==> config.mk <==
export PLATFORM = sky130hd
export DESIGN_NAME = mac_dot_sched
export DESIGN_NICKNAME = d
export VERILOG_FILES = /design/src/rtl/mac_dot_sched.sv
export SDC_FILE = /design/constraint.sdc
export NUM_CORES = 1
export LEC_CHECK = 0
export ABC_AREA = 1
export BUFFER_PORTS_ARGS = -buffer_cell sky130_fd_sc_hd__buf_2
export CORE_MARGIN = 4
export CORE_UTILIZATION = 30
export CTS_BUF_LIST = sky130_fd_sc_hd__clkbuf_4
export DETAILED_ROUTE_END_ITERATION = 10
export PLACE_DENSITY = 0.43
export SLEW_MARGIN = 10
export SYNTH_ARGS = -nofsm -noshare
export SYNTH_HDL_FRONTEND = slang
export SYNTH_SLANG_ARGS = --single-unit
export TNS_END_PERCENT = 1
==> constraint.sdc <==
create_clock -name clk -period 18.6 [get_ports clk]
set_input_delay 4.65 -clock clk [delete_from_list [all_inputs] [get_ports clk]]
set_output_delay 4.65 -clock clk [all_outputs]
set_load 0.1 [all_outputs]
==> src/rtl/mac_dot_sched.sv <==
// mac_dot_sched: shared dot-product scheduler for the Q7.9 MAC datapath.
//
// Arbitrates between NREQ requesters, fetches A/B operand pairs from a
// single-port operand memory (one read per cycle, data one cycle later),
// accumulates rounded, saturated Q7.9 products and returns one 16-bit result
// per job tagged with the requester index.
//
// Optional feature: define MAC_DOT_SCHED_RR_EN for round-robin arbitration;
// otherwise the lowest-index valid requester wins (fixed priority).
//
// Ports:
//   clk, rst               clock (rising edge), synchronous active-high reset
//   req_valid/req_ready    per-requester job request / one-hot grant pulse
//   req_addr_a/req_addr_b  per-requester operand base addresses (slice i = req i)
//   req_len                per-requester element count
//   mem_rd_en/addr/data    operand memory read port (data valid 1 cycle later)
//   rsp_valid/rsp_ready    result handshake
//   rsp_id/rsp_data/rsp_sat  requester index, Q7.9 result, sticky saturation flag
module mac_dot_sched #(
   parameter int NREQ   = 4,
   parameter int ADDR_W = 10,
   parameter int LEN_W  = 8
) (
   input  logic                       clk,
   input  logic                       rst,
   input  logic [NREQ-1:0]            req_valid,
   output logic [NREQ-1:0]            req_ready,
   input  logic [NREQ*ADDR_W-1:0]     req_addr_a,
   input  logic [NREQ*ADDR_W-1:0]     req_addr_b,
   input  logic [NREQ*LEN_W-1:0]      req_len,
   output logic                       mem_rd_en,
   output logic [ADDR_W-1:0]          mem_rd_addr,
   input  logic [15:0]                mem_rd_data,
   output logic                       rsp_valid,
   input  logic                       rsp_ready,
   output logic [$clog2(NREQ)-1:0]    rsp_id,
   output logic [15:0]                rsp_data,
   output logic                       rsp_sat
);

   localparam int          IDW = $clog2(NREQ);
   localparam int unsigned NR  = NREQ;

   typedef enum logic [2:0] {IDLE, RD_A, RD_B, ACC, DONE} state_t;

   state_t              state, state_nx;
   logic [ADDR_W-1:0]   addr_a, addr_b;
   logic [LEN_W-1:0]    len, k;
   logic [IDW-1:0]      id;
   logic [15:0]         acc, a_val;
   logic                sat;

   // per-requester field views
   logic [ADDR_W-1:0]   addr_a_arr [NREQ];
   logic [ADDR_W-1:0]   addr_b_arr [NREQ];
   logic [LEN_W-1:0]    len_arr    [NREQ];

   always_comb begin
      for (int unsigned i = 0; i < NR; i++) begin
         addr_a_arr[i] = req_addr_a[i*ADDR_W +: ADDR_W];
         addr_b_arr[i] = req_addr_b[i*ADDR_W +: ADDR_W];
         len_arr[i]    = req_len[i*LEN_W +: LEN_W];
      end
   end

   // ---------------- arbitration ----------------
   logic           gnt_any, grant;
   logic [IDW-1:0] gnt_idx;

`ifdef MAC_DOT_SCHED_RR_EN
   // rr_ptr holds the index where the next search begins (last grant + 1),
   // so a cleared pointer starts the first search at requester 0.
   logic [IDW-1:0] rr_ptr;
   logic [IDW-1:0] cand;

   always_comb begin
      gnt_any = 1'b0;
      gnt_idx = '0;
      cand    = '0;
      for (int unsigned i = 0; i < NR; i++) begin
         cand = IDW'((32'(rr_ptr) + i) % NR);
         if (!gnt_any && req_valid[cand]) begin
            gnt_any = 1'b1;
            gnt_idx = cand;
         end
      end
   end

   always_ff @(posedge clk) begin
      if (rst)
         rr_ptr <= '0;
      else if (grant)
         rr_ptr <= (gnt_idx == IDW'(NREQ-1)) ? '0 : gnt_idx + 1'b1;
   end
`else
   always_comb begin
      gnt_any = 1'b0;
      gnt_idx = '0;
      for (int unsigned i = 0; i < NR; i++) begin
         if (!gnt_any && req_valid[i]) begin
            gnt_any = 1'b1;
            gnt_idx = IDW'(i);
         end
      end
   end
`endif

   // no grant while rst is asserted, keeping every output at 0 during reset
   always_comb grant = (state == IDLE) && gnt_any && !rst;

   // ---------------- Q7.9 product and accumulate ----------------
   logic signed [31:0] a_ext, b_ext;
   logic [23:0]        ph;      // product bits [31:8]
   logic [16:0]        q_rnd, sum;
   logic [15:0]        q, acc_nx;
   logic               q_sat, acc_sat, top_ovf;

   always_comb begin
      a_ext   = 32'($signed(a_val));
      b_ext   = 32'($signed(mem_rd_data));
      ph      = 24'((a_ext * b_ext) >>> 8);
      top_ovf = (ph[23:16] != {8{ph[16]}});
      q_rnd   = {ph[16], ph[16:1]} + {16'd0, ph[0]};
      q_sat   = top_ovf || (q_rnd[16] != q_rnd[15]);
      q       = q_sat ? (ph[23] ? 16'h8000 : 16'h7FFF) : q_rnd[15:0];
      sum     = {acc[15], acc} + {q[15], q};
      acc_sat = (sum[16] != sum[15]);
      acc_nx  = acc_sat ? (sum[16] ? 16'h8000 : 16'h7FFF) : sum[15:0];
   end

   // ---------------- FSM ----------------
   always_ff @(posedge clk) begin
      if (rst) state <= IDLE;
      else     state <= state_nx;
   end

   always_comb begin
      state_nx    = state;
      req_ready   = '0;
      mem_rd_en   = 1'b0;
      mem_rd_addr = '0;
      rsp_valid   = 1'b0;
      rsp_id      = '0;
      rsp_data    = '0;
      rsp_sat     = 1'b0;
      case (state)
         IDLE: begin
            if (grant) begin
               req_ready = NREQ'(1) << gnt_idx;
               state_nx  = (len_arr[gnt_idx] == '0) ? DONE : RD_A;
            end
         end
         RD_A: begin
            mem_rd_en   = 1'b1;
            mem_rd_addr = addr_a + ADDR_W'(k);
            state_nx    = RD_B;
         end
         RD_B: begin
            mem_rd_en   = 1'b1;
            mem_rd_addr = addr_b + ADDR_W'(k);
            state_nx    = ACC;
         end
         ACC: begin
            state_nx = ((k + 1'b1) == len) ? DONE : RD_A;
         end
         DONE: begin
            rsp_valid = 1'b1;
            rsp_id    = id;
            rsp_data  = acc;
            rsp_sat   = sat;
            if (rsp_ready) state_nx = IDLE;
         end
         default: state_nx = IDLE;
      endcase
   end

   // ---------------- datapath registers ----------------
   always_ff @(posedge clk) begin
      if (rst) begin
         addr_a <= '0;
         addr_b <= '0;
         len    <= '0;
         id     <= '0;
         k      <= '0;
         acc    <= '0;
         sat    <= 1'b0;
         a_val  <= '0;
      end else begin
         case (state)
            IDLE: begin
               if (grant) begin
                  addr_a <= addr_a_arr[gnt_idx];
                  addr_b <= addr_b_arr[gnt_idx];
                  len    <= len_arr[gnt_idx];
                  id     <= gnt_idx;
                  k      <= '0;
                  acc    <= '0;
                  sat    <= 1'b0;
               end
            end
            RD_B: a_val <= mem_rd_data;
            ACC: begin
               acc <= acc_nx;
               sat <= sat | q_sat | acc_sat;
               k   <= k + 1'b1;
            end
            default: ;
         endcase
      end
   end

endmodule

==> results.sh <==
export IMPL_status="finished, final reports clean"
export IMPL_multi_input_area_um2=12300
export IMPL_synth_warning_count=0
export IMPL_ys_seq_elements=74
export IMPL_setup_viol_count_final=0
export IMPL_cts_buffer_depth=2
export IMPL_synth_commonest_cells="617 x inv_1, 580 x nand2_1, 263 x fa_1, 215 x nor2_1, 141 x o21ai_0"
export IMPL_antenna_left=0
export IMPL_critPathKind="in2reg"
export IMPL_die_area_um2=58900
export IMPL_post_cts_buffers=0
export IMPL_avgRoutedWirePerCell_um=15.2
export IMPL_seq_area_um2=1480
export IMPL_max_freq_ghz=0.0744
export IMPL_critical_path_buf_inv_count=10
export IMPL_pin_count=170
export IMPL_maxCapViolations=0
export IMPL_clk_pin_slew_ns=0.15
export IMPL_dr_pass1_iters=5
export IMPL_relSlewSlack_pct=33.1
export IMPL_die_w_um=243
export IMPL_synth_top_area_share_pct=31.9
export IMPL_viasPerCell=4.58
export IMPL_tns_ns=0
export IMPL_drive_above_1_share_pct=8.94
export IMPL_cp_data_arrival_time_ns=13.89
export IMPL_syn2layout_area_growth_pct=9.36
export IMPL_crit_slowest_cell="a21oi_1"
export IMPL_numClockSinks=74
export IMPL_fin_nets=3018
export IMPL_core_area_um2=54100
export IMPL_synthFlopType="dfxtp_1"
export IMPL_synth_area_leaders="fa_1 32%, inv_1 14%, nand2_1 13%"
export IMPL_drt_iter0_markers=823
export IMPL_holdBufCountCts=0
export IMPL_placed_cell_area_um2=17900
export IMPL_route_vias_total=14731
export IMPL_netlist_area_um2=16500
export IMPL_track_usage_pct=17.0
export IMPL_synthesis_nets=2935
export IMPL_cpMostUsedCell="nand2_1"
export IMPL_clk_latency_ns=0.54
export IMPL_fill_cells=5927
export IMPL_crit_path_max_incr_delay_ns=0.80
export IMPL_cts_buffers=9
export IMPL_fin_area_um2=18100
export IMPL_endpoint_kind="flop"
export IMPL_finalCriticalPeriod_ns=13.44
export IMPL_grt_pass1_vias=15499
export IMPL_gp_congestion=0.859
export IMPL_synth_edff_count=0
export IMPL_yosysTopAreaCell="fa_1"
export IMPL_cpLargestDelayFamily="adder cells"
export IMPL_yosysMostFrequentCell="inv_1"
export IMPL_hold_violations=0
export IMPL_syn_avg_cell_area_um2=6.80
export IMPL_cts_root_buf="clkbuf_4"
export IMPL_synth_cell_types=44
export IMPL_grt_setup_unrepaired="no"
export IMPL_critPathLaunchType="input pin"
export IMPL_critPathMaxFanout=16
export IMPL_synth_cells=2430
export IMPL_async_flop_share_pct=0
export IMPL_dp_hpwl_um=40400
export IMPL_postLayoutCoreUtil_pct=33.4
export IMPL_wirelength_um=48700
export IMPL_period_share_pct=72.3
export IMPL_ys_seq_area_share_pct=8.96
export IMPL_route_detailed_drc=0
export IMPL_antenna_found_initial=2
export IMPL_io_buffers=169
export IMPL_cts_tree="yes"
export IMPL_rows=85
export IMPL_start_util_pct=30.5
export IMPL_hold_path_class="reg2reg"
export IMPL_h_tree_depth=3
export IMPL_worst_pin_slew_ns=1.00
export IMPL_skew_ns=0.0260
export IMPL_cts_repair_resized=0
export IMPL_grt_overflow_total=0
export IMPL_grt_pass1_wl_um=81400
export IMPL_slew_viol_final=0
export IMPL_critPathRequiredTime_ns=19.05
export IMPL_grt_max_degree=61
export IMPL_die_h_um=243
## routing by layer
layer  vias to the layer above  global-route usage [%]  wire length, um
met5                         -                       0                0
met4                         0                    3.19              581
met3                        24                    1.60             1630
met2                       237                    30.3            24000
met1                      7124                    22.8            22500
li1                       7346                       -                -
## state kept, by name, indices dropped and copies added, names as in the netlist
| register | flops |
|---|---|
| sat | 1 |
| k | 8 |
| state | 3 |
| a_val | 16 |
| addr_b | 10 |
| acc | 16 |
| addr_a | 10 |
| id | 2 |
| len | 8 |
## metrics by stage
stage / hold WS, ns / instances / worst slack [ns]
finish: 0.483 / 3217 / 5.16
global route: 0.494 / 3217 / 4.39
floorplan: 0.442 / 2430 / 6.04
detailed placement: 0.458 / 3198 / 4.66
CTS: 0.483 / 3214 / 5.25
global placement: 0.457 / 3198 / 4.65
## area by class of cell
cell class,instances,share of cell area (%)
Inverter,625,13.0
Timing Repair Buffer,178,5.05
Sequential cell,74,8.20
Tap cell,696,4.82
Multi-Input combinational cell,1625,68.0
Antenna cell,3,0.0415
Clock inverter,7,0.561
Clock buffer,9,0.374
## cells in the final DEF (no fill, tap or decap), drive strengths merged
| master | instances |
|---|---|
| fa | 263 |
| a21o | 1 |
| nand3 | 62 |
| o21bai | 7 |
| o22a | 1 |
| nand4 | 16 |
| a31o | 1 |
| a31oi | 1 |
| or2 | 3 |
| a211oi | 2 |
| o21ai | 144 |
| clkinv | 4 |
| xor2 | 28 |
| nor4 | 4 |
| xnor2 | 17 |
| nor3 | 13 |
| dfxtp | 74 |
| a2111oi | 1 |
| nand2 | 588 |
| nand3b | 3 |
| nor2 | 220 |
| buf | 178 |
| a21oi | 98 |
| diode | 3 |
| ha | 107 |
| o31ai | 12 |
| a21boi | 1 |
| inv | 626 |
| o22ai | 29 |
| o211ai | 2 |
| bufinv | 2 |
| clkbuf | 9 |
| a221oi | 1 |
## worst register-to-register path: cells and delay by family, from the launching register on
family          cells  cell delay, ns
simple gates       19            2.12
buf+inv             9            0.84
fa+ha+maj           9            4.01
compound gates      7            2.01
flops               1            0.79
## final timing paths
| check | cells past startpoint | start | slack [ns] | end |
|---|---|---|---|---|
| max | 45 | mem_rd_data[1] | 5.16 | acc[12] |
| min | 2 | addr_a[4] | 0.48 | addr_a[4] |
| max reg2reg | 44 | a_val[15] | 8.76 | acc[12] |
| min reg2reg | 2 | addr_a[4] | 0.48 | addr_a[4] |
## cells by family (layout without fill, tap and decap cells)
logic type | Yosys count | in the layout | share of synthesized area [%]
AO/OA/AOI/OAI | 301 | 301 | 9.84
XOR/XNOR | 45 | 45 | 2.43
adder cells (fa/ha/maj) | 370 | 370 | 40.0
buffers and inverters | 731 | 819 | 16.7
flip-flops | 74 | 74 | 8.96
other | 0 | 3 | 0
AND/OR/NAND/NOR | 909 | 909 | 22.1
Power is left out: the tool's default activity adds up to more than one toggle a clock period on the data nets, which glitch-free logic cannot reach.
